File: src/rtl/mem_access_stage_if.sv
// Bundle of the execute-side, data-memory and writeback handshakes of the memory-access stage.
interface mem_access_stage_if #(
  parameter int unsigned N = 32
);
  logic         ex_valid;
  logic         ex_ready;
  logic [6:0]   ex_opcode;
  logic [2:0]   ex_funct3;
  logic [N-1:0] ex_alu_result;
  logic [N-1:0] ex_rs2_data;
  logic [4:0]   ex_rd;

  logic         dmem_req;
  logic         dmem_we;
  logic [N-1:0] dmem_addr;
  logic [3:0]   dmem_be;
  logic [N-1:0] dmem_wdata;
  logic         dmem_gnt;
  logic         dmem_rvalid;
  logic [N-1:0] dmem_rdata;

  logic         wb_valid;
  logic         wb_ready;
  logic [4:0]   wb_rd;
  logic [N-1:0] wb_data;
  logic         wb_reg_write;
  logic         wb_misalign;

  modport slave (
    input  ex_valid, ex_opcode, ex_funct3, ex_alu_result, ex_rs2_data, ex_rd,
    output ex_ready,
    output dmem_req, dmem_we, dmem_addr, dmem_be, dmem_wdata,
    input  dmem_gnt, dmem_rvalid, dmem_rdata,
    output wb_valid, wb_rd, wb_data, wb_reg_write, wb_misalign,
    input  wb_ready
  );

  modport master (
    output ex_valid, ex_opcode, ex_funct3, ex_alu_result, ex_rs2_data, ex_rd,
    input  ex_ready,
    input  dmem_req, dmem_we, dmem_addr, dmem_be, dmem_wdata,
    output dmem_gnt, dmem_rvalid, dmem_rdata,
    input  wb_valid, wb_rd, wb_data, wb_reg_write, wb_misalign,
    output wb_ready
  );
endinterface

File: src/rtl/mem_access_stage.sv
// Memory-access pipeline stage: issues loads/stores from the ALU result, aligns/extends load
// data and presents one registered result per instruction to writeback.
module mem_access_stage #(
  parameter int unsigned N = 32
) (
  input logic              clk,
  input logic              rst_n,
  mem_access_stage_if.slave bus
);
  localparam logic [6:0] OpLoad   = 7'b0000011;
  localparam logic [6:0] OpStore  = 7'b0100011;
  localparam logic [6:0] OpRegReg = 7'b0110011;
  localparam logic [6:0] OpRegImm = 7'b0010011;
  localparam logic [6:0] OpJal    = 7'b1101111;
  localparam logic [6:0] OpJalr   = 7'b1100111;

  typedef enum logic [1:0] {StIdle, StReq, StWaitR} state_e;

  state_e state_q, state_d;

  logic [N-1:2] addr_q;
  logic [1:0]   off_q;
  logic [2:0]   funct3_q;
  logic         store_q;
  logic [4:0]   rd_q;
  logic [3:0]   be_q;
  logic [N-1:0] wdata_q;

  logic         wb_valid_q, wb_reg_write_q, wb_misalign_q;
  logic [4:0]   wb_rd_q;
  logic [N-1:0] wb_data_q;

  logic         out_free, ex_ready, accept, capture, load_out;
  logic [N-1:0] out_data;
  logic [4:0]   out_rd;
  logic         out_rw, out_mis;

  logic         is_load, is_store, misalign, writes_rd;
  logic [1:0]   ex_off;
  logic [3:0]   st_be;
  logic [N-1:0] st_wdata, rshift, load_data;

  // Decode of the incoming execute result.
  always_comb begin
    is_load   = (bus.ex_opcode == OpLoad);
    is_store  = (bus.ex_opcode == OpStore);
    ex_off    = bus.ex_alu_result[1:0];
    writes_rd = (bus.ex_opcode inside {OpRegReg, OpRegImm, OpJal, OpJalr});
    misalign  = 1'b0;
    if (is_load) begin
      case (bus.ex_funct3)
        3'd0, 3'd4: misalign = 1'b0;
        3'd1, 3'd5: misalign = ex_off[0];
        3'd2:       misalign = (ex_off != 2'b00);
        default:    misalign = 1'b1;
      endcase
    end else if (is_store) begin
      case (bus.ex_funct3)
        3'd0:    misalign = 1'b0;
        3'd1:    misalign = ex_off[0];
        3'd2:    misalign = (ex_off != 2'b00);
        default: misalign = 1'b1;
      endcase
    end
    case (bus.ex_funct3[1:0])
      2'b00: begin
        st_be    = 4'b0001 << ex_off;
        st_wdata = {4{bus.ex_rs2_data[7:0]}};
      end
      2'b01: begin
        st_be    = 4'b0011 << {ex_off[1], 1'b0};
        st_wdata = {2{bus.ex_rs2_data[15:0]}};
      end
      default: begin
        st_be    = 4'b1111;
        st_wdata = bus.ex_rs2_data;
      end
    endcase
  end

  // Load data alignment: shift the addressed lane down, then extend.
  always_comb begin
    rshift = bus.dmem_rdata >> {off_q, 3'b000};
    case (funct3_q)
      3'd0:    load_data = {{(N-8){rshift[7]}}, rshift[7:0]};
      3'd1:    load_data = {{(N-16){rshift[15]}}, rshift[15:0]};
      3'd4:    load_data = {{(N-8){1'b0}}, rshift[7:0]};
      3'd5:    load_data = {{(N-16){1'b0}}, rshift[15:0]};
      default: load_data = bus.dmem_rdata;
    endcase
  end

  always_comb begin
    state_d  = state_q;
    out_free = !wb_valid_q || bus.wb_ready;
    ex_ready = (state_q == StIdle) && out_free;
    accept   = bus.ex_valid && ex_ready;
    capture  = 1'b0;
    load_out = 1'b0;
    out_data = '0;
    out_rd   = rd_q;
    out_rw   = 1'b0;
    out_mis  = 1'b0;
    case (state_q)
      StIdle: begin
        if (accept) begin
          if ((is_load || is_store) && !misalign) begin
            capture = 1'b1;
            state_d = StReq;
          end else begin
            load_out = 1'b1;
            out_data = bus.ex_alu_result;
            out_rd   = bus.ex_rd;
            out_mis  = misalign;
            out_rw   = writes_rd && (bus.ex_rd != 5'd0);
          end
        end
      end
      StReq: begin
        if (bus.dmem_gnt) begin
          if (store_q) begin
            load_out = 1'b1;
            state_d  = StIdle;
          end else begin
            state_d  = StWaitR;
          end
        end
      end
      StWaitR: begin
        if (bus.dmem_rvalid) begin
          load_out = 1'b1;
          out_data = load_data;
          out_rw   = (rd_q != 5'd0);
          state_d  = StIdle;
        end
      end
      default: state_d = StIdle;
    endcase
  end

  always_ff @(posedge clk or negedge rst_n) begin
    if (!rst_n) begin
      state_q <= StIdle;
    end else begin
      state_q <= state_d;
    end
  end

  always_ff @(posedge clk or negedge rst_n) begin
    if (!rst_n) begin
      addr_q   <= '0;
      off_q    <= '0;
      funct3_q <= '0;
      store_q  <= 1'b0;
      rd_q     <= '0;
      be_q     <= '0;
      wdata_q  <= '0;
    end else if (capture) begin
      addr_q   <= bus.ex_alu_result[N-1:2];
      off_q    <= ex_off;
      funct3_q <= bus.ex_funct3;
      store_q  <= is_store;
      rd_q     <= bus.ex_rd;
      be_q     <= is_store ? st_be : 4'b1111;
      wdata_q  <= is_store ? st_wdata : '0;
    end
  end

  // Completion always finds the entry free, so load_out takes priority over draining.
  always_ff @(posedge clk or negedge rst_n) begin
    if (!rst_n) begin
      wb_valid_q     <= 1'b0;
      wb_rd_q        <= '0;
      wb_data_q      <= '0;
      wb_reg_write_q <= 1'b0;
      wb_misalign_q  <= 1'b0;
    end else if (load_out) begin
      wb_valid_q     <= 1'b1;
      wb_rd_q        <= out_rd;
      wb_data_q      <= out_data;
      wb_reg_write_q <= out_rw;
      wb_misalign_q  <= out_mis;
    end else if (bus.wb_ready) begin
      wb_valid_q     <= 1'b0;
    end
  end

  assign bus.ex_ready     = ex_ready;
  assign bus.dmem_req     = (state_q == StReq);
  assign bus.dmem_we      = store_q;
  assign bus.dmem_addr    = {addr_q, 2'b00};
  assign bus.dmem_be      = be_q;
  assign bus.dmem_wdata   = wdata_q;
  assign bus.wb_valid     = wb_valid_q;
  assign bus.wb_rd        = wb_rd_q;
  assign bus.wb_data      = wb_data_q;
  assign bus.wb_reg_write = wb_reg_write_q;
  assign bus.wb_misalign  = wb_misalign_q;
endmodule
File: src/flat_wrapper.sv
// flat-port wrapper written by rule: the top's interface ports become plain ports
module mem_access_stage_flat 
#(
  parameter int unsigned N = 32
)
  (clk, rst_n, bus_ex_valid, bus_ex_opcode, bus_ex_funct3, bus_ex_alu_result, bus_ex_rs2_data, bus_ex_rd, bus_ex_ready, bus_dmem_req, bus_dmem_we, bus_dmem_addr, bus_dmem_be, bus_dmem_wdata, bus_dmem_gnt, bus_dmem_rvalid, bus_dmem_rdata, bus_wb_valid, bus_wb_rd, bus_wb_data, bus_wb_reg_write, bus_wb_misalign, bus_wb_ready);
  mem_access_stage_if #(.N(N)) bus_i ();
  input logic clk;
  input logic rst_n;
  input wire logic [$bits(bus_i.ex_valid)-1:0] bus_ex_valid;
  input wire logic [$bits(bus_i.ex_opcode)-1:0] bus_ex_opcode;
  input wire logic [$bits(bus_i.ex_funct3)-1:0] bus_ex_funct3;
  input wire logic [$bits(bus_i.ex_alu_result)-1:0] bus_ex_alu_result;
  input wire logic [$bits(bus_i.ex_rs2_data)-1:0] bus_ex_rs2_data;
  input wire logic [$bits(bus_i.ex_rd)-1:0] bus_ex_rd;
  output wire logic [$bits(bus_i.ex_ready)-1:0] bus_ex_ready;
  output wire logic [$bits(bus_i.dmem_req)-1:0] bus_dmem_req;
  output wire logic [$bits(bus_i.dmem_we)-1:0] bus_dmem_we;
  output wire logic [$bits(bus_i.dmem_addr)-1:0] bus_dmem_addr;
  output wire logic [$bits(bus_i.dmem_be)-1:0] bus_dmem_be;
  output wire logic [$bits(bus_i.dmem_wdata)-1:0] bus_dmem_wdata;
  input wire logic [$bits(bus_i.dmem_gnt)-1:0] bus_dmem_gnt;
  input wire logic [$bits(bus_i.dmem_rvalid)-1:0] bus_dmem_rvalid;
  input wire logic [$bits(bus_i.dmem_rdata)-1:0] bus_dmem_rdata;
  output wire logic [$bits(bus_i.wb_valid)-1:0] bus_wb_valid;
  output wire logic [$bits(bus_i.wb_rd)-1:0] bus_wb_rd;
  output wire logic [$bits(bus_i.wb_data)-1:0] bus_wb_data;
  output wire logic [$bits(bus_i.wb_reg_write)-1:0] bus_wb_reg_write;
  output wire logic [$bits(bus_i.wb_misalign)-1:0] bus_wb_misalign;
  input wire logic [$bits(bus_i.wb_ready)-1:0] bus_wb_ready;
  assign bus_i.ex_valid = bus_ex_valid;
  assign bus_i.ex_opcode = bus_ex_opcode;
  assign bus_i.ex_funct3 = bus_ex_funct3;
  assign bus_i.ex_alu_result = bus_ex_alu_result;
  assign bus_i.ex_rs2_data = bus_ex_rs2_data;
  assign bus_i.ex_rd = bus_ex_rd;
  assign bus_ex_ready = bus_i.ex_ready;
  assign bus_dmem_req = bus_i.dmem_req;
  assign bus_dmem_we = bus_i.dmem_we;
  assign bus_dmem_addr = bus_i.dmem_addr;
  assign bus_dmem_be = bus_i.dmem_be;
  assign bus_dmem_wdata = bus_i.dmem_wdata;
  assign bus_i.dmem_gnt = bus_dmem_gnt;
  assign bus_i.dmem_rvalid = bus_dmem_rvalid;
  assign bus_i.dmem_rdata = bus_dmem_rdata;
  assign bus_wb_valid = bus_i.wb_valid;
  assign bus_wb_rd = bus_i.wb_rd;
  assign bus_wb_data = bus_i.wb_data;
  assign bus_wb_reg_write = bus_i.wb_reg_write;
  assign bus_wb_misalign = bus_i.wb_misalign;
  assign bus_i.wb_ready = bus_wb_ready;
  mem_access_stage #(.N(N)) u_core (.clk(clk), .rst_n(rst_n), .bus(bus_i));
endmodule
File: config.mk
export PLATFORM = sky130hd
export DESIGN_NAME = mem_access_stage_flat
export DESIGN_NICKNAME = d
export VERILOG_FILES = /design/src/rtl/mem_access_stage_if.sv /design/src/rtl/mem_access_stage.sv /design/src/flat_wrapper.sv
export SDC_FILE = /design/constraint.sdc
export NUM_CORES = 1
export LEC_CHECK = 0
export ABC_AREA = 0
export CORE_MARGIN = 3
export CORE_UTILIZATION = 40
export DETAILED_ROUTE_END_ITERATION = 12
export HOLD_SLACK_MARGIN = 0.15
export PLACE_DENSITY = 0.77
export RECOVER_POWER = 50
export SLEW_MARGIN = 20
export SYNTH_ARGS = -nofsm -noshare
export SYNTH_HDL_FRONTEND = slang
export SYNTH_SLANG_ARGS = --single-unit
File: constraint.sdc
create_clock -name clk -period 2.1 [get_ports clk]
set_clock_uncertainty 0.05 [all_clocks]
set_input_delay 0.42 -clock clk [delete_from_list [all_inputs] [get_ports clk]]
set_output_delay 0.42 -clock clk [all_outputs]
set_load 0.02 [all_outputs]
==> run_summary.xml <==
<?xml version="1.0" encoding="UTF-8"?>
<metrics>
  <group name="run">
    <metric name="drv.max_cap_violation_count" unit="">0</metric>
  </group>
  <group name="clock_network">
    <metric name="ctsHtreeMaxLevel" unit="">4</metric>
    <metric name="cts_max_path_buffers" unit="">2</metric>
    <metric name="tritoncts.num_buffers" unit="">17</metric>
    <metric name="insertion_delay" unit="ns">0.41</metric>
    <metric name="cts_root_buffer" unit="">sky130_fd_sc_hd__clkbuf_16</metric>
    <metric name="clk_pin_slew_worst_paths" unit="ns">0.06</metric>
    <metric name="cts.sinks" unit="">119</metric>
    <metric name="tritoncts_clock_tree" unit="">done</metric>
  </group>
  <group name="global_route">
    <metric name="first_global_vias" unit="">5759</metric>
    <metric name="pin_count_of_the_biggest_net_entering_global_routing" unit="">82</metric>
    <metric name="grt.overflow.total" unit="">0</metric>
    <metric name="grt_pass1_wl" unit="mm">31.2</metric>
    <metric name="grt_antenna_before_repair" unit="">0</metric>
    <metric name="global_route.usage.total" unit="">0.247</metric>
  </group>
  <group name="setup_path">
    <metric name="r2r-end" unit="">u_core.bus.wb_data[27]</metric>
    <metric name="ff2ff_path_depth" unit="">5</metric>
    <metric name="critPathCaptureType" unit="">register</metric>
    <metric name="slowest_stage" unit="">sky130_fd_sc_hd__or3b_4</metric>
    <metric name="startpoint_types" unit="">primary input</metric>
    <metric name="path_cells" unit="">clkdlybuf4s50_1, nor3_2, or3b_4, o21a_4, buf_12, a22o_1, a211o_1</metric>
    <metric name="type_of_the_worst_setup_path" unit="">in -&gt; reg</metric>
    <metric name="worst_r2r_startpoint" unit="">u_core.off_q[1]</metric>
    <metric name="required" unit="ns">2.35</metric>
    <metric name="path_max_fanout" unit="">22</metric>
    <metric name="cp_slowest_stage_delay" unit="ns">0.43</metric>
    <metric name="worstPathArrival" unit="ns">2.28</metric>
    <metric name="worst-r2r-setup-slack" unit="ns">0.08</metric>
  </group>
  <group name="status">
    <metric name="outcome" unit="">finished clean</metric>
  </group>
  <group name="route">
    <metric name="detail_route.first_pass.iterations" unit="">5</metric>
    <metric name="route.vias.total" unit="">5764</metric>
    <metric name="drt_iter0_drc" unit="">393</metric>
    <metric name="via_to_cell_ratio" unit="">5.37</metric>
    <metric name="final_antenna_net_count" unit="">0</metric>
    <metric name="drc" unit="">0</metric>
    <metric name="drt_wl_total" unit="mm">19.8</metric>
    <metric name="wl_per_cell" unit="um">18.4</metric>
  </group>
  <group name="logic_synthesis">
    <metric name="synth_area_leader_cell" unit="">sky130_fd_sc_hd__dfrtp_1</metric>
    <metric name="cell_area_synth" unit="um2">5820</metric>
    <metric name="ys_dominant_reg_cell" unit="">sky130_fd_sc_hd__dfrtp_1</metric>
    <metric name="yosysSeqAreaShare" unit="">0.511</metric>
    <metric name="synthesis.area_per_instance" unit="um2">9.23</metric>
    <metric name="postSynth.asyncResetShare" unit="">1.00</metric>
    <metric name="postSynthCellCount" unit="">631</metric>
    <metric name="yosys.area.top_type_share" unit="">0.511</metric>
    <metric name="synth_enable_flop_cells" unit="">0</metric>
    <metric name="yosysWarnings" unit="">0</metric>
    <metric name="synth.ff_latch_count" unit="">119</metric>
    <metric name="number_of_distinct_library_cells_after_synthesis" unit="">44</metric>
    <metric name="post_synth_main_area_contributors" unit="">sky130_fd_sc_hd__dfrtp_1 51%, sky130_fd_sc_hd__nand2_1 14%, sky130_fd_sc_hd__mux2i_1 3.6%</metric>
  </group>
  <group name="final_layout">
    <metric name="total_area_of_multi_input_combinational_cells" unit="um2">2640</metric>
    <metric name="nNetsFinal" unit="">998</metric>
    <metric name="n_fill_cell" unit="">1150</metric>
    <metric name="drive_gt1_frac" unit="">0.126</metric>
    <metric name="seqCellArea" unit="um2">2980</metric>
    <metric name="layout.cells.most_common" unit="">sky130_fd_sc_hd__nand2_1</metric>
    <metric name="area_growth" unit="%">57.9</metric>
    <metric name="layout.cells.most_common_list" unit="">213 x sky130_fd_sc_hd__nand2_1, 169 x sky130_fd_sc_hd__clkdlybuf4s50_1, 119 x sky130_fd_sc_hd__dfrtp_1</metric>
    <metric name="n_antenna_cell" unit="">0</metric>
  </group>
  <group name="floorplan">
    <metric name="floorplan.initialDensity" unit="">0.415</metric>
    <metric name="num_rows" unit="">43</metric>
    <metric name="boundaryPins" unit="">228</metric>
    <metric name="die_y" unit="um">127</metric>
    <metric name="die-width" unit="um">127</metric>
    <metric name="floorplan.core_area" unit="um2">14000</metric>
    <metric name="fp.dieArea" unit="um2">16000</metric>
  </group>
  <group name="placement">
    <metric name="pre_cts_slack" unit="ns">-0.460</metric>
    <metric name="post-dp-hpwl" unit="mm">14.6</metric>
    <metric name="routabilityCongestion" unit="">0.850</metric>
    <metric name="portBuffers" unit="">225</metric>
  </group>
  <group name="sta">
    <metric name="drv_slew" unit="">0</metric>
    <metric name="rsz_0062_raised_after_global_routing" unit="">false</metric>
    <metric name="slew_headroom" unit="">0.239</metric>
    <metric name="layout_min_cycle_time" unit="ns">2.03</metric>
    <metric name="final-setup-viol-count" unit="">0</metric>
    <metric name="timing.fmax" unit="GHz">0.491</metric>
    <metric name="finalHoldViolations" unit="">0</metric>
    <metric name="worst_pin_slew" unit="ns">1.14</metric>
    <metric name="timing.final.ws_setup" unit="ns">0.0650</metric>
    <metric name="part_of_the_cycle_the_worst_path_needs" unit="">0.969</metric>
  </group>
  <group name="hold_path">
    <metric name="min-delay-start" unit="">bus_dmem_rdata[31]</metric>
    <metric name="worst_hold_path_type" unit="">in -&gt; reg</metric>
    <metric name="hold_end" unit="">u_core.bus.wb_data[31]</metric>
    <metric name="worst_hold_path_cell_count" unit="">3</metric>
  </group>
  <group name="power">
    <metric name="fin_total_pwr" unit="uW">6840</metric>
    <metric name="power.leakage" unit="uW">0.00454</metric>
    <metric name="power-per-cell-area" unit="nW/um2">744</metric>
    <metric name="ir_drop" unit="uV">547</metric>
  </group>
</metrics>
-- flip-flops by register name (all words and copies together) (netlist names) --
register and count:
u_core.bus.wb_data 32, u_core.funct3_q 3, u_core.off_q 2, u_core.rd_q 5
u_core.bus.wb_misalign 1, u_core.bus.wb_reg_write 1, u_core.bus.dmem_wdata 32, u_core.bus.wb_rd 5
u_core.state_q 2, u_core.bus.dmem_we 1, u_core.bus.dmem_be 4, u_core.bus.wb_valid 1
u_core.addr_q 30
-- cell type report --
| type | count | area share |
|---|---|---|
| clock buffer | 17 | 0.0463 |
| inverter | 5 | 0.00204 |
| tap | 180 | 0.0245 |
| timing repair buffer | 278 | 0.299 |
| multi-input combinational | 460 | 0.287 |
| clock inverter | 15 | 0.0167 |
| sequential | 119 | 0.324 |
-- per-stage QoR --
step	cell area [um2]	TNS (ns)	instances	util	hold slack, ns
floorplan	5830	0	632	-	0.0744
global placement	8570	-41.84	1041	0.611	0.399
detailed placement	8570	-42.67	1041	0.611	0.406
CTS	9160	0	1074	0.652	0.419
global route	9190	0	1074	0.655	0.379
finish	9190	0	1074	0.655	0.355
-- synth_stat cells, types with 2 or more instances --
cell,instances
sky130_fd_sc_hd__buf_4,5
sky130_fd_sc_hd__o31ai_1,6
sky130_fd_sc_hd__dfrtp_1,119
sky130_fd_sc_hd__o21a_1,2
sky130_fd_sc_hd__o21ai_0,35
sky130_fd_sc_hd__clkbuf_1,20
sky130_fd_sc_hd__a211o_1,17
sky130_fd_sc_hd__nand2b_1,4
sky130_fd_sc_hd__and3_1,7
sky130_fd_sc_hd__nor2b_1,4
sky130_fd_sc_hd__and2_1,2
sky130_fd_sc_hd__buf_6,2
sky130_fd_sc_hd__mux2i_1,21
sky130_fd_sc_hd__a221o_1,17
sky130_fd_sc_hd__buf_2,19
sky130_fd_sc_hd__o211a_1,7
sky130_fd_sc_hd__buf_1,2
sky130_fd_sc_hd__mux2_2,16
sky130_fd_sc_hd__nand3_1,39
sky130_fd_sc_hd__nand2_1,213
sky130_fd_sc_hd__inv_1,5
sky130_fd_sc_hd__a22o_1,15
sky130_fd_sc_hd__nor3_1,3
sky130_fd_sc_hd__a31oi_1,5
sky130_fd_sc_hd__a21oi_1,14
sky130_fd_sc_hd__nor3b_2,2
sky130_fd_sc_hd__nor2_1,13
-- worst max path at each step --
stage / startpoint / end / depth (start not counted)
2_1_floorplan: bus_ex_opcode[3] / u_core.bus.wb_data[19] / 7
3_3_place_gp: bus_ex_opcode[2] / u_core.bus.wb_reg_write / 7
3_5_place_dp: bus_ex_opcode[2] / u_core.bus.wb_reg_write / 7
4_1_cts: bus_ex_opcode[2] / u_core.bus.wb_data[24] / 7
5_1_grt: u_core.off_q[1] / u_core.bus.wb_data[27] / 5
6_report: bus_ex_opcode[3] / u_core.bus.wb_data[24] / 7
-- repair_timing --
| item | in CTS | in global routing |
|---|---|---|
| gates resized for setup | 4 | 11 |
| hold buffers | 1 | 0 |
| setup endpoints to repair | 6 | 94 |
| pin swaps | 0 | 1 |
| endpoints found under the hold margin | 119 | 0 |
| setup buffers | 0 | 0 |
-- power breakdown --
group	leakage [uW]	internal, uW	switching, uW	total (uW)
combinational	0.00269	717	698	1420
sequential	0.00158	2480	111	2590
clock	0.000275	1750	1090	2830
-- critical path, delay by kind of cell --
family,cells,cell delay [ns]
simple gates,2,0.59
compound gates,3,0.70
buf+inv,2,0.56
-- cell families after synthesis --
kind of cell / share of synthesized area
muxes: 0.0709
AOI/OAI and AO/OA: 0.159
DFF: 0.511
and+or+nand+nor: 0.214
buffers and inverters: 0.0440
other: 0.000644
-- per-layer routing --
layer / global-route usage / vias up / share of wire
met4: 0.0902 / 0 / 0.027
met1: 0.309 / 2744 / 0.40
met5: 0 / - / 0
li1: - / 2696 / -
met3: 0.0867 / 36 / 0.10
met2: 0.398 / 288 / 0.48
(Power assumes the default switching activity.)
